## config.mk

```make
export PLATFORM = sky130hd
export DESIGN_NAME = rom_fetch_unit
export DESIGN_NICKNAME = d
export VERILOG_FILES = /design/src/rtl/rom_fetch_unit.sv
export SDC_FILE = /design/constraint.sdc
export NUM_CORES = 1
export LEC_CHECK = 0
export ABC_AREA = 1
export CORE_MARGIN = 2
export CORE_UTILIZATION = 47
export CTS_CLUSTER_DIAMETER = 120
export DETAILED_ROUTE_END_ITERATION = 7
export MAX_ROUTING_LAYER = met4
export PLACE_DENSITY = 0.83
export SYNTH_ARGS = -nofsm -noshare
export SYNTH_HDL_FRONTEND = slang
export SYNTH_SLANG_ARGS = --single-unit
```

## constraint.sdc

```tcl
create_clock -name CLK -period 6.02 [get_ports CLK]
set_input_delay 1.204 -clock CLK [delete_from_list [all_inputs] [get_ports CLK]]
set_output_delay 1.204 -clock CLK [all_outputs]
set_load 0.005 [all_outputs]
```

## src/rtl/rom_fetch_unit.sv

```systemverilog
// Fetch stage for the 64x16 microcode ROM: PC, ROM read issue, and a small skid FIFO to the decoder.
// Build option: define ROM_CEN_SKID_EN for a 2-entry FIFO (full-rate under backpressure); default is 1 entry.
module rom_fetch_unit #(
    parameter int ADDR_W = 6,
    parameter int DATA_W = 16
) (
    input  logic              CLK,
    input  logic              RSTN,
    input  logic              run,
    input  logic              jmp_valid,
    input  logic [ADDR_W-1:0] jmp_addr,
    output logic              ROM_CEN,
    output logic [ADDR_W-1:0] ROM_A,
    input  logic [DATA_W-1:0] ROM_Q,
    output logic              instr_valid,
    output logic [DATA_W-1:0] instr,
    output logic [ADDR_W-1:0] instr_pc,
    input  logic              instr_ready
);

`ifdef ROM_CEN_SKID_EN
    localparam logic [1:0] LIMIT = 2'd2;
`else
    localparam logic [1:0] LIMIT = 2'd1;
`endif

    logic [ADDR_W-1:0] pc_r;
    logic              inflight_r;
    logic [ADDR_W-1:0] inflight_pc_r;
    logic [1:0]        occ_r;
    logic [DATA_W-1:0] head_word_r;
    logic [ADDR_W-1:0] head_pc_r;
`ifdef ROM_CEN_SKID_EN
    logic [DATA_W-1:0] tail_word_r;
    logic [ADDR_W-1:0] tail_pc_r;
`endif

    logic              pop_s;
    logic              push_s;
    logic              issue_s;
    logic [1:0]        occ_after_s;
    logic [ADDR_W-1:0] issue_addr_s;

    assign instr_valid = (occ_r != 2'd0);
    assign instr       = head_word_r;
    assign instr_pc    = head_pc_r;

    // Issue decision and ROM request; a jump empties the stage, so it may always issue.
    always_comb begin
        pop_s        = instr_valid & instr_ready;
        push_s       = inflight_r & ~jmp_valid;
        occ_after_s  = 2'd0;
        if (jmp_valid) begin
            occ_after_s = 2'd0;
        end else begin
            occ_after_s = occ_r + {1'b0, inflight_r} - {1'b0, pop_s};
        end
        issue_s      = RSTN & run & (occ_after_s < LIMIT);
        issue_addr_s = jmp_valid ? jmp_addr : pc_r;
        ROM_CEN      = ~issue_s;
        if (issue_s) begin
            ROM_A = issue_addr_s;
        end else begin
            ROM_A = pc_r;
        end
    end

    // Program counter and outstanding-read tracking.
    always_ff @(posedge CLK) begin
        if (!RSTN) begin
            pc_r          <= {ADDR_W{1'b0}};
            inflight_r    <= 1'b0;
            inflight_pc_r <= {ADDR_W{1'b0}};
        end else begin
            inflight_r <= issue_s;
            if (issue_s) begin
                pc_r          <= issue_addr_s + ADDR_W'(1);
                inflight_pc_r <= issue_addr_s;
            end else if (jmp_valid) begin
                pc_r <= jmp_addr;
            end else begin
                pc_r <= pc_r;
            end
        end
    end

    // Skid FIFO; the head keeps its last contents when the FIFO drains or is flushed.
    always_ff @(posedge CLK) begin
        if (!RSTN) begin
            occ_r       <= 2'd0;
            head_word_r <= {DATA_W{1'b0}};
            head_pc_r   <= {ADDR_W{1'b0}};
`ifdef ROM_CEN_SKID_EN
            tail_word_r <= {DATA_W{1'b0}};
            tail_pc_r   <= {ADDR_W{1'b0}};
`endif
        end else if (jmp_valid) begin
            occ_r <= 2'd0;
        end else begin
            occ_r <= occ_after_s;
`ifdef ROM_CEN_SKID_EN
            case ({push_s, pop_s})
                2'b10: begin
                    if (occ_r == 2'd0) begin
                        head_word_r <= ROM_Q;
                        head_pc_r   <= inflight_pc_r;
                    end else begin
                        tail_word_r <= ROM_Q;
                        tail_pc_r   <= inflight_pc_r;
                    end
                end
                2'b01: begin
                    if (occ_r == 2'd2) begin
                        head_word_r <= tail_word_r;
                        head_pc_r   <= tail_pc_r;
                    end
                end
                2'b11: begin
                    if (occ_r == 2'd1) begin
                        head_word_r <= ROM_Q;
                        head_pc_r   <= inflight_pc_r;
                    end else begin
                        head_word_r <= tail_word_r;
                        head_pc_r   <= tail_pc_r;
                        tail_word_r <= ROM_Q;
                        tail_pc_r   <= inflight_pc_r;
                    end
                end
                default: begin
                    head_word_r <= head_word_r;
                    head_pc_r   <= head_pc_r;
                end
            endcase
`else
            if (push_s) begin
                head_word_r <= ROM_Q;
                head_pc_r   <= inflight_pc_r;
            end
`endif
        end
    end

endmodule

```

Word level (Yosys, flattened, before mapping)

Cells that the tools add are included.

Register bits after elaboration: 37
Input port bits: 27
Output and inout bits: 30
Word-level logic and storage cells: 24

Add/sub/neg operators: 3
$lt $le $gt $ge: 1
Muxes and demuxes: 4
Bitwise operators: 7
Reduce and logical (&&, ||, !) cells: 3

Operators with widths:

| operator                                                                     | count |
|---|---|
| 6-bit 2-to-1 mux                                                             | 3 |
| 6-bit by 1-bit adder with 6-bit output, second input constant                | 1 |
| 1-bit AND                                                                    | 4 |
| 1-bit inverter                                                               | 3 |
| 2-bit by 1-bit adder with 2-bit output                                       | 1 |
| 2-bit by 1-bit less-than comparator with 1-bit output, second input constant | 1 |
| 2-bit 2-to-1 mux                                                             | 1 |
| 2-bit AND reduction                                                          | 1 |
| 2-bit nonzero test                                                           | 1 |
| 2-bit OR reduction                                                           | 1 |
| 2-bit by 1-bit subtractor with 2-bit output                                  | 1 |

Longest topological paths before layout

Depth in word-level cells: 7
Mapped depth: 11
Depth with buffers taken out: 11

Worst setup path before layout

Ideal clock, no wire load.

Path type: in2out
Start: in instr_ready
End: out ROM_A[5]
Arrival: 2417 ps
Required time: 4816 ps
Path slack: 2399 ps
Stages on the path: 8
Buffers on the path: 1
Cells stage by stage: o21a_1 > ha_1 > inv_1 > ha_1 > a21oi_4 > buf_4 > nand3_1 > o21ai_0

Longest elaborated chain between the ends: 6

RTL lines:

| what                                                  | line | RTL |
|---|---|---|
| start, declared                                       | 18   | `input logic instr_ready` |
| 1-bit AND                                             | 50   | `pop_s = instr_valid & instr_ready;` |
| 2-bit by 1-bit subtractor with 2-bit output           | 56   | `occ_after_s = occ_r + {1'b0, inflight_r} - {1'b0, pop_s};` |
| 2-bit 2-to-1 mux                                      | 53   | `if (jmp_valid) begin` |
| 2-bit by 1-bit less-than comparator with 1-bit output | 58   | `issue_s = RSTN & run & (occ_after_s < LIMIT);` |
| 1-bit AND                                             | 58   |  |
| 6-bit 2-to-1 mux                                      | 61   | `if (issue_s) begin` |
| end, declared                                         | 13   | `output logic [ADDR_W-1:0] ROM_A,` |

No other way between the ends.

Final worst setup path

Ends and elaborated chain as after synthesis.

==> run_results.csv <==
group,metric,value,unit
place,gp_congestion,0.823,
run_status,outcome,"finished clean",
sta,hold_viol,0,
power,clock_power_share,0.269,
global_route,grt_max_degree,30,
yosys,netlist_area,1610,sq um
worst_setup_path,crit_path_max_fanout,14,
global_route,grt.total_usage,0.207,
yosys,ys_seq_area_frac,0.460,
floorplanning,initial_utilization,0.486,
final_layout,antenna_cells,0,
sta,period_share,0.814,
sta,finClkSkew,7.68,ps
worst_hold_path,hold_path.class,"flop to flop",
worst_setup_path,cp.arrival,3690,ps
sta,finalSetupViolCount,0,
detailed_routing,num_vias,1513,
final_layout,final_layout_size_suffix_gt1_frac,0.0769,
power,p_leak,0.000906,uW
cts,cts_buffer_depth,2,
worst_setup_path,crit_type,"input pin to output pin",
yosys,synth_seq_cells,37,
global_route,antenna_found_initial,0,
power,power_switching,137,uW
global_route,grt_pass1_wl,6.44,mm
power,internal_power,370,uW
floorplanning,core,3310,sq um
detailed_routing,viasPerCell,4.74,
sta,slew_viol_final,0,
place,dp_cells,312,
cts,cts_setup_buffers,0,
final_layout,stdcell_area,2230,sq um
cts,cts.sinks,37,
global_route,gr-usage-met3,0.0486,
floorplanning,die_h,62.5,um
final_layout,syn_to_final_growth,38.4,%
worst_setup_path,cp_data_required_time,4820,ps
worst_setup_path,reg2reg_depth,9,
place,pre_cts_slack,1130,ps
cts,ctsHoldBuffers,0,
floorplanning,die_area,3910,sq um
final_layout,layout.nets,303,
global_route,grt_pass1_vias,1455,
cts,ctsHtreeMaxLevel,2,
cts,cts_resized,0,
place,port_buffers,56,
worst_setup_path,cp_common_cell,"inv_1",
sta,worst_slew_pin_slew,693,ps
worst_setup_path,max_stage_delay,520,ps
global_route,met1_usage,0.233,
yosys,synth_area_per_cell,7.31,sq um
sta,fin_ws,1120,ps
cts,clk_pin_slew,100,ps
worst_setup_path,worstPathCellList,"clkdlybuf4s50_1 > o21a_1 > ha_1 > inv_1 > ha_1 > inv_1 > nand2_1 > nand3_2 > nand2_2 > inv_1 > o21ai_0 > clkdlybuf4s50_1",
worst_hold_path,worstHoldPathCells,2,
sta,fin_crit,4900,ps
detailed_routing,antenna_left,0,
floorplanning,core.rowCount,21,
power,cellPowerDensity,228,nW/um^2
sta,fin_tns_setup,0,ps
yosys,yosysWarnings,0,
job,cap_violations,0,
worst_setup_path,reg2reg_slack,3900,ps
floorplanning,pin_count,57,
cts,cts_tree,"yes",
final_layout,fin_cells,319,
power,peakVddDrop,126,uV
worst_setup_path,crit_slowest_cell,"clkdlybuf4s50_1",
place,dp_hpwl,2.51,mm
global_route,grt-ovfl-total,0,
global_route,busiest_layer,"met2",
power,seq_power_share,0.525,
cts,cts_made_buffers,5,
cts,insertion_delay,340,ps
final_layout,layout_common_cells,"nor2_1, clkdlybuf4s50_1, nand2_1, dfxtp_1, o21ai_0",
detailed_routing,drtIter0Drc,95,
detailed_routing,routedWlPerCell,11.1,um
power,p_sw_frac,0.269,
detailed_routing,drtPass1Iterations,4,
detailed_routing,totalWireLength,3.54,mm
global_route,grt_util_met2,0.364,
detailed_routing,drcViolationCount,0,
cts,cts_root_buf,"clkbuf_4",
worst_setup_path,end_kind,"output pin",
sta,max_freq,204,MHz
worst_setup_path,start_kind,"input pin",
sta,rsz0062_at_grt,"no",
power,fin_total_pwr,507,uW
yosys,yosysUniqueCellTypes,25,
place,place_area,2170,sq um
power,p_comb_frac,0.206,
sta,slew_headroom,0.538,
yosys,syn_nets,250,
yosys,syn-instance-count,220,
floorplanning,dieWidth,62.5,um
-- stage by stage --
stage,utilization,hold WS [ps]
after floorplan,-,436
after global placement,0.655,451
after detailed placement,0.655,453
after CTS,0.673,467
after global routing,0.673,488
final,0.673,463
-- cell type report --
class,instances,area (sq um)
fillers,305,1080
flip-flops and latches,37,741
multi-input cells,156,734
repair buffers,57,568
inverters,16,67.6
well taps,46,57.6
clock buffers,6,51.3
clock inverters,1,7.51
-- registers in the layout, indices dropped and copies added (netlist names) --
name	flops
occ_r	2
instr_pc	6
inflight_pc_r	6
instr	16
pc_r	6
inflight_r	1
-- Yosys cell counts --
library cell	number	share of area
dfxtp_1	37	0.46
inv_1	13	0.030
buf_2	2	0.0062
o21ai_2	1	0.0054
ha_1	3	0.023
clkbuf_1	5	0.012
xor2_1	1	0.0054
a21oi_1	7	0.022
a21oi_4	1	0.010
nor2_1	56	0.13
o21a_1	1	0.0047
nand2_1	37	0.086
inv_8	1	0.0070
clkinv_1	1	0.0023
buf_6	2	0.014
nand4_1	2	0.0078
o21ai_0	27	0.084
nand3_2	3	0.019
nor2_2	1	0.0039
inv_2	1	0.0023
nand2_2	5	0.019
nand3_1	9	0.028
o21ai_1	1	0.0031
buf_4	2	0.0093
and3_1	1	0.0039
-- power groups by stage --
stage	logic [uW]	clock network [uW]	registers (uW)
2_1_floorplan	53.6	0	272
3_3_place_gp	103	0	272
3_5_place_dp	105	0	272
4_1_cts	105	139	266
5_1_grt	118	150	268
6_report	105	136	266
-- critical path: cells and delay by family --
kind | cells | cell delay, ps
buffers and inverters | 5 | 1240
AOI/OAI and AO/OA | 2 | 290
adders and majority gates | 2 | 380
and+or+nand+nor | 3 | 590
-- cells by family after synthesis --
logic type                 after synthesis  share of synthesized area
AOI/OAI and AO/OA                       38                      0.129
xor gates and xnor gates                 1                    0.00544
adders and majority gates                3                     0.0233
buffers and inverters                   27                     0.0832
DFF                                     37                      0.460
and+or+nand+nor                        114                      0.299
-- path summary, 6_finish.rpt --
kind,startpoint,end
worst min register to register,inflight_pc_r[3],inflight_pc_r[3]
worst min-delay path,inflight_pc_r[3],inflight_pc_r[3]
worst max-delay path,instr_ready,ROM_A[5]
worst max register to register,occ_r[1],pc_r[1]
-- layer usage --
layer | vias up | share of wire | wire length [um]
met1 | 673 | 0.46 | 1620
met3 | 6 | 0.044 | 157
met4 | 0 | 0.015 | 54
met2 | 32 | 0.48 | 1700
met5 | - | 0 | 0
li1 | 802 | - | -
No activity file was read; power rests on OpenSTA's default activity.
